==> config.mk <==
export PLATFORM = sky130hd
export DESIGN_NAME = hamming_min_search
export DESIGN_NICKNAME = d
export VERILOG_FILES = /design/src/rtl/hamming_min_search.sv
export SDC_FILE = /design/constraint.sdc
export NUM_CORES = 1
export LEC_CHECK = 0
export CAP_MARGIN = 20
export CORE_UTILIZATION = 40
export CTS_BUF_LIST = sky130_fd_sc_hd__clkbuf_8 sky130_fd_sc_hd__clkbuf_16
export DETAILED_ROUTE_END_ITERATION = 10
export GPL_TIMING_DRIVEN = 0
export PLACE_DENSITY_LB_ADDON = 0.25
export SLEW_MARGIN = 20
export SYNTH_ARGS = -nofsm -noshare
export SYNTH_HDL_FRONTEND = slang
export SYNTH_SLANG_ARGS = --single-unit
==> constraint.sdc <==
create_clock -name clk -period 6.97 [get_ports clk]
set_clock_uncertainty 0.2 [all_clocks]
set_input_delay 1.394 -clock clk [delete_from_list [all_inputs] [get_ports clk]]
set_output_delay 1.394 -clock clk [all_outputs]
set_load 0.01 [all_outputs]
==> src/rtl/hamming_min_search.sv <==
// Minimum-distance search over a stream of K hamming distances.
// Reports the first index reaching the minimum plus a threshold match.
module hamming_min_search #(
  parameter int N          = 8,
  parameter int K          = 16,
  parameter int EARLY_EXIT = 0,
  localparam int W  = $clog2(N + 1),
  localparam int KM = (K - 1 > 1) ? (K - 1) : 1,
  localparam int IW = $clog2(KM + 1)
) (
  input  logic          clk,
  input  logic          rst,
  input  logic          start,
  input  logic          d_valid,
  output logic          d_ready,
  input  logic [W-1:0]  d,
  input  logic [W-1:0]  thresh,
  output logic          busy,
  output logic          done,
  output logic [W-1:0]  min_d,
  output logic [IW-1:0] min_idx,
  output logic          match
);

  typedef enum logic [1:0] {
    IDLE,
    SCAN,
    DONE
  } state_t;

  localparam logic [IW-1:0] LAST = IW'(K - 1);

  state_t        state_q, state_d;
  logic [W-1:0]  min_q, min_d_n;
  logic [IW-1:0] idx_q, idx_d;
  logic [IW-1:0] cnt_q, cnt_d;
  logic [W-1:0]  thr_q, thr_d;
  logic          match_q, match_d;
  logic          busy_q, done_q;
  logic          last_beat;

  always_comb begin
    state_d   = state_q;
    min_d_n   = min_q;
    idx_d     = idx_q;
    cnt_d     = cnt_q;
    thr_d     = thr_q;
    match_d   = match_q;
    last_beat = 1'b0;
    unique case (state_q)
      IDLE: begin
        if (start) begin
          state_d = SCAN;
          min_d_n = '1;
          idx_d   = '0;
          cnt_d   = '0;
          match_d = 1'b0;
          thr_d   = thresh;
        end
      end
      SCAN: begin
        if (d_valid) begin
          if (d < min_q) begin
            min_d_n = d;
            idx_d   = cnt_q;
          end
          cnt_d = cnt_q + IW'(1);
          // a zero distance cannot be beaten, so optionally stop early
          last_beat = (cnt_q == LAST) ||
                      ((EARLY_EXIT != 0) && (d == '0));
          if (last_beat) begin
            state_d = DONE;
            match_d = (min_d_n <= thr_q);
          end
        end
      end
      DONE: begin
        state_d = IDLE;
      end
      default: begin
        state_d = IDLE;
      end
    endcase
  end

  always_ff @(posedge clk or negedge rst) begin
    if (!rst) begin
      state_q <= IDLE;
      min_q   <= '0;
      idx_q   <= '0;
      cnt_q   <= '0;
      thr_q   <= '0;
      match_q <= 1'b0;
      busy_q  <= 1'b0;
      done_q  <= 1'b0;
    end else begin
      state_q <= state_d;
      min_q   <= min_d_n;
      idx_q   <= idx_d;
      cnt_q   <= cnt_d;
      thr_q   <= thr_d;
      match_q <= match_d;
      busy_q  <= (state_d != IDLE);
      done_q  <= (state_d == DONE);
    end
  end

  assign d_ready = (state_q == SCAN);
  assign busy    = busy_q;
  assign done    = done_q;
  assign min_d   = min_q;
  assign min_idx = idx_q;
  assign match   = match_q;

endmodule

# Word level (Yosys, flattened, before mapping)

Cells that the tools add are included.
W data, S select, Z words.

Reductions and logical operators: 7
Muxes and demuxes: 20
$add $sub $neg: 1
$lt $le $gt $ge: 2
Eq/ne operators: 7

Operator list:

| cell                  | count |
|---|---|
| $mux W4               | 9 |
| $pmux W4 S2           | 3 |
| $reduce_and A4 Y1     | 2 |
| $mux W2               | 3 |
| $add A4 B1 Y4 const B | 1 |
| $eq A4 B4 Y1 const B  | 1 |
| $le A4 B4 Y1          | 1 |
| $lt A4 B4 Y1          | 1 |
| $ne A2 B1 Y1 const B  | 2 |
| $ne A2 B2 Y1 const B  | 2 |
| $pmux W2 S2           | 1 |
| $reduce_bool A2 Y1    | 2 |
| $mux W1               | 3 |
| $reduce_and A3 Y1     | 1 |
| $eq A2 B1 Y1 const B  | 1 |
| $eq A2 B2 Y1 const B  | 1 |
| $logic_not A2 Y1      | 1 |
| $pmux W1 S2           | 1 |
| $reduce_and A2 Y1     | 1 |

Register bits: 21
Input port bits: 12
Output and inout port bits: 12

# Depth between registers and ports, before layout

Gate-level depths: netlist (run 1).

Depth in word-level cells: 8
Depth in mapped cells: 10
Gate-level depth less buffers: 10

# Worst setup path after synthesis (run 1)

No wires, ideal clock.

Path kind: in2reg
Start: in d[3]
End: reg match_q (netlist: match)
Stages: 9
Setup slack: 3611 ps
Data arrival time: 3080 ps
Data required time: 6691 ps
Library setup time: 79 ps
Cell sequence: ha_1 -> o211ai_2 -> o21ai_2 -> mux2_1 -> ha_1 -> nor2b_1 -> o21ai_0 -> a21oi_1 -> mux2i_1

Word-level cells in the longest chain between the ends: 8

Ends and longest elaborated chain:

| what                   | RTL line | RTL |
|---|---|---|
| start: declaration     | 16       | `input logic [W-1:0] d,` |
| $lt A4 B4 Y1           | 63       | `if (d < min_q) begin` |
| $mux W4 (*)            | 63       |  |
| $mux W4 (*)            | 62       | `if (d_valid) begin` |
| $mux W4 (*)            | 50       | `unique case (state_q)` |
| $le A4 B4 Y1 (*)       | 73       | `match_d = (min_d_n <= thr_q);` |
| $mux W1 (*)            | 71       | `if (last_beat) begin` |
| $mux W1 (*)            | 62       |  |
| $pmux W1 S2 (*)        | 50       |  |
| end signal: assignment | 102      | `match_q <= match_d;` |
| end: declaration       | 38       | `logic match_q, match_d;` |

Every way passes the cells marked *; elsewhere a longest branch is shown, timed or not. The select of a mux whose other input is x is not followed.
A chain may end at the register's enable or synchronous reset.

# Final worst setup path (run 1)

Ends and elaborated chain as after synthesis.

==> key figures, run 1 <==
Timing
  – Setup TNS Final: 0 ps
  – Max-slew violations: 0
  – Worst slew pin tran: 922 ps
  – Final hold viol count: 0
  – RSZ-0062 raised after global routing: false
  – Crit share post-route: 53.1%
  – Max Fclk: 0.270 GHz
  – Final worst path period need: 3700 ps
  – Worst rel slew slack: 38.3%
  – # setup viols final: 0

Yosys
  – Synthesized flop and latch total: 21
  – Post-synthesis cell type count: 29
  – Most numerous cell in the Yosys netlist: dfrtp_1
  – Syn_nets: 127
  – Seq/Total Area, Yosys: 48.2%
  – Syn Inst Count: 106
  – Post-synth ARST share: 100%
  – Yosys top cell area share: 48.2%
  – Commonest cells post-synth: dfrtp_1, inv_1, nand2_1
  – Synth area leader: dfrtp_1
  – Synth area leaders: dfrtp_1, ha_1, inv_1, nand2_1, nor2_1
  – Synth Flop Type: dfrtp_1
  – Number of synthesized flops with an enable pin: 0
  – Area of the mapped netlist: 0.00109 mm^2
  – Yosys warns: 0
  – Mean post-synth cell area: 10.3 um^2

Route
  – DRC errors left: 0
  – Drt wl/cell: 11.7 um
  – Vias per std cell: 4.92
  – Post-route ant nets: 0
  – DRT iter0 DRCs: 9
  – Iteration count of the initial detailed-routing pass: 4
  – Final WL: 1.91 mm
  – Via Count: 802

Placement
  – Final GP Congestion: 0.798
  – Placed cells: 159
  – Post-detail-place hpwl: 1.48 mm
  – Number of port buffers: 23

Power
  – Peak supply drop: 0.000269 V
  – Comb pwr share: 50.9%
  – Sw power: 0.210 mW
  – Leak: 0.646 nW
  – Switching share of power: 37.0%
  – Internal: 0.358 mW
  – Flop pwr share: 35.7%
  – Clock share of power: 13.4%
  – P per Cell Area: 405 mW/mm^2

Clock network
  – Clock buffer depth: 2
  – # Post-CTS Setup Buffers: 0
  – Post-CTS sizing: 0
  – Clock tree sinks: 21
  – CTS clk-pin slew, worst paths: 70 ps
  – Clock buffer count from CTS: 3
  – CTS H-tree depth: 1
  – Clock Tree Root: clkbuf_8
  – Cts hold-fix bufs: 0
  – CTS tree: yes
  – Clock Latency Late Sink: 260 ps

Setup path
  – Critical path arrival: 3640 ps
  – CP max stage delay: 430 ps
  – Crit path required time: 6910 ps
  – Crit Path Class: input pin to flip-flop
  – Top delay family on crit path: adder cells
  – Reg-to-reg startpoint: min_d[3]$_DFFE_PN0P_
  – Worst r2r dst: match$_DFFE_PN0P_
  – WP buf/inv: 1
  – Worst path most repeated cell: ha_1
  – Crit. End Element: flip-flop
  – CP cell instances: clkdlybuf4s50_1 > ha_1 > o211ai_2 > o21ai_2 > mux2_1 > ha_1 > nor2b_1 > o21ai_0 > a21oi_1 > mux2i_1
  – Worst Setup Start Kind: input pin
  – Reg2Reg Depth: 10
  – R2R setup slack: 4410 ps
  – Worst path slowest cell: clkdlybuf4s50_1
  – Crit path max fanout: 3

Floorplanning
  – Core Region: 0.00252 mm^2
  – Die Y: 54.2 um
  – Ports: 24
  – Die width: 54.2 um
  – Initial Utilization: 43.2%
  – Row count: 18
  – Die footprint: 0.00294 mm^2

Min path
  – Hold Path Origin: thr_q[0]$_DFFE_PN0P_
  – Worst Hold Class: flip-flop to flip-flop
  – WHS Path Cells: 2
  – Hold EP: thr_q[0]$_DFFE_PN0P_

GRT
  – Largest net degree at the start of global routing: 22
  – Initial antenna violation count: 0
  – Total track usage: 15.5%
  – First-pass GRT wire length: 3.14 mm
  – Vias in the first global route: 729
  – Gr ovfl total: 0

Layout
  – P&R area growth vs syn: 28.7%
  – Nets: 155
  – Finished Layout Cells: 163
  – Fill cells: 240
  – Ant diodes: 0
  – Final core occ: 55.6%
  – Layout cells sized above 1: 10.5%

Status
  – Status: finished clean

Flow run
  – Max-cap violation count: 0
worst min-delay path, delay by kind of cell (launching register included):
kind	cells	cell delay (ps)
and+or+nand+nor	2	120
DFF	1	360
cells by family (layout without fill, tap and decap cells):
family,Yosys count,count (layout),share of synthesized area (%)
adders and majority gates,9,9,10.3
DFF,21,21,48.2
and+or+nand+nor,35,35,16.0
muxes,5,5,4.94
AOI/OAI and AO/OA,19,19,12.5
xor gates and xnor gates,2,2,1.61
buffers and inverters,15,42,6.43
through the flow:
| stage | worst slack (ps) | total power, mW | instance area [um^2] | hold WS [ps] |
|---|---|---|---|---|
| after floorplan | 3610 | 0.395 | 1090 | 252 |
| after CTS | 3260 | 0.577 | 1400 | 298 |
| after global routing | 3130 | 0.625 | 1400 | 338 |
| after detailed placement | 2990 | 0.498 | 1360 | 278 |
| final | 3270 | 0.568 | 1400 | 299 |
| after global placement | 3010 | 0.491 | 1360 | 277 |
per-layer routing:
| layer | up-vias | routed length, um | global-route usage, % |
|---|---|---|---|
| met4 | 0 | 9 | 3.85 |
| met2 | 17 | 903 | 24.6 |
| met3 | 2 | 116 | 5.93 |
| li1 | 416 | - | - |
| met5 | - | 0 | 0 |
| met1 | 367 | 880 | 19.8 |
layout make-up:
class / count / area [um^2] / share of cell area [%]
sequential: 21 / 526 / 37.5
clock buffer: 3 / 41.3 / 2.94
tap: 30 / 37.5 / 2.68
inverter: 11 / 41.3 / 2.94
buffer: 4 / 28.8 / 2.05
clock inverter: 1 / 3.75 / 0.268
timing repair buffer: 23 / 230 / 16.4
multi-input combinational: 70 / 494 / 35.2
state kept, by name (all words and copies together) (netlist names):
| signal | flops |
|---|---|
| state_q | 2 |
| busy | 1 |
| done | 1 |
| min_idx | 4 |
| cnt_q | 4 |
| thr_q | 4 |
| match | 1 |
| min_d | 4 |
worst max path at each step:
stage	startpoint	endpoint	slack (ps)	depth (start not counted)
final	d[3]	match$_DFFE_PN0P_	3270	10
after global routing	d[3]	match$_DFFE_PN0P_	3130	10
after CTS	d[3]	match$_DFFE_PN0P_	3260	10
after detailed placement	d[3]	match$_DFFE_PN0P_	2990	10
after global placement	d[3]	match$_DFFE_PN0P_	3010	10
after floorplan	d[3]	match$_DFFE_PN0P_	3610	9
cell usage in the layout, fill, tap and decap left out, types with 2 or more instances in the layout:
cell type	netlist	layout
a21oi_1	2	2
buf_2	2	2
a31oi_1	2	2
a21oi_2	2	2
nand3_1	4	4
o21ai_0	5	5
clkbuf_8	0	3
mux2i_1	2	2
xnor2_1	2	2
clkdlybuf4s50_1	0	23
ha_1	9	9
o21ai_1	4	4
nand2_1	11	11
dfrtp_1	21	21
nor2_1	10	10
nand4_1	3	3
nor2b_1	2	2
inv_1	11	12
mux2_1	2	2
power groups by stage:
stage | logic (mW) | clock network (mW) | registers, mW
after floorplan | 0.182 | 0 | 0.212
after global placement | 0.287 | 0 | 0.204
after detailed placement | 0.293 | 0 | 0.206
after CTS | 0.293 | 0.0798 | 0.204
after global routing | 0.330 | 0.0848 | 0.210
final | 0.289 | 0.0764 | 0.203
(Power assumes the default switching activity.)
==> run 2: changes to the inputs <==
==> constraint.sdc (replaced) <==
create_clock -name clk -period 3.45 [get_ports clk]
set_clock_uncertainty 0.2 [all_clocks]
set_input_delay 0.69 -clock clk [delete_from_list [all_inputs] [get_ports clk]]
set_output_delay 0.69 -clock clk [all_outputs]
set_load 0.01 [all_outputs]
==> results of run 2 <==
The final DEF is identical to that of run 1. Status: finished clean.
Main changes from that run: setup slack after placement 2990 ps -> 175 ps; setup slack after layout 3270 ps -> 452 ps; register-to-register setup slack 4410 ps -> 890 ps; total power 0.568 mW -> 1.15 mW; worst IR drop on VDD 0.000269 V -> 0.000543 V
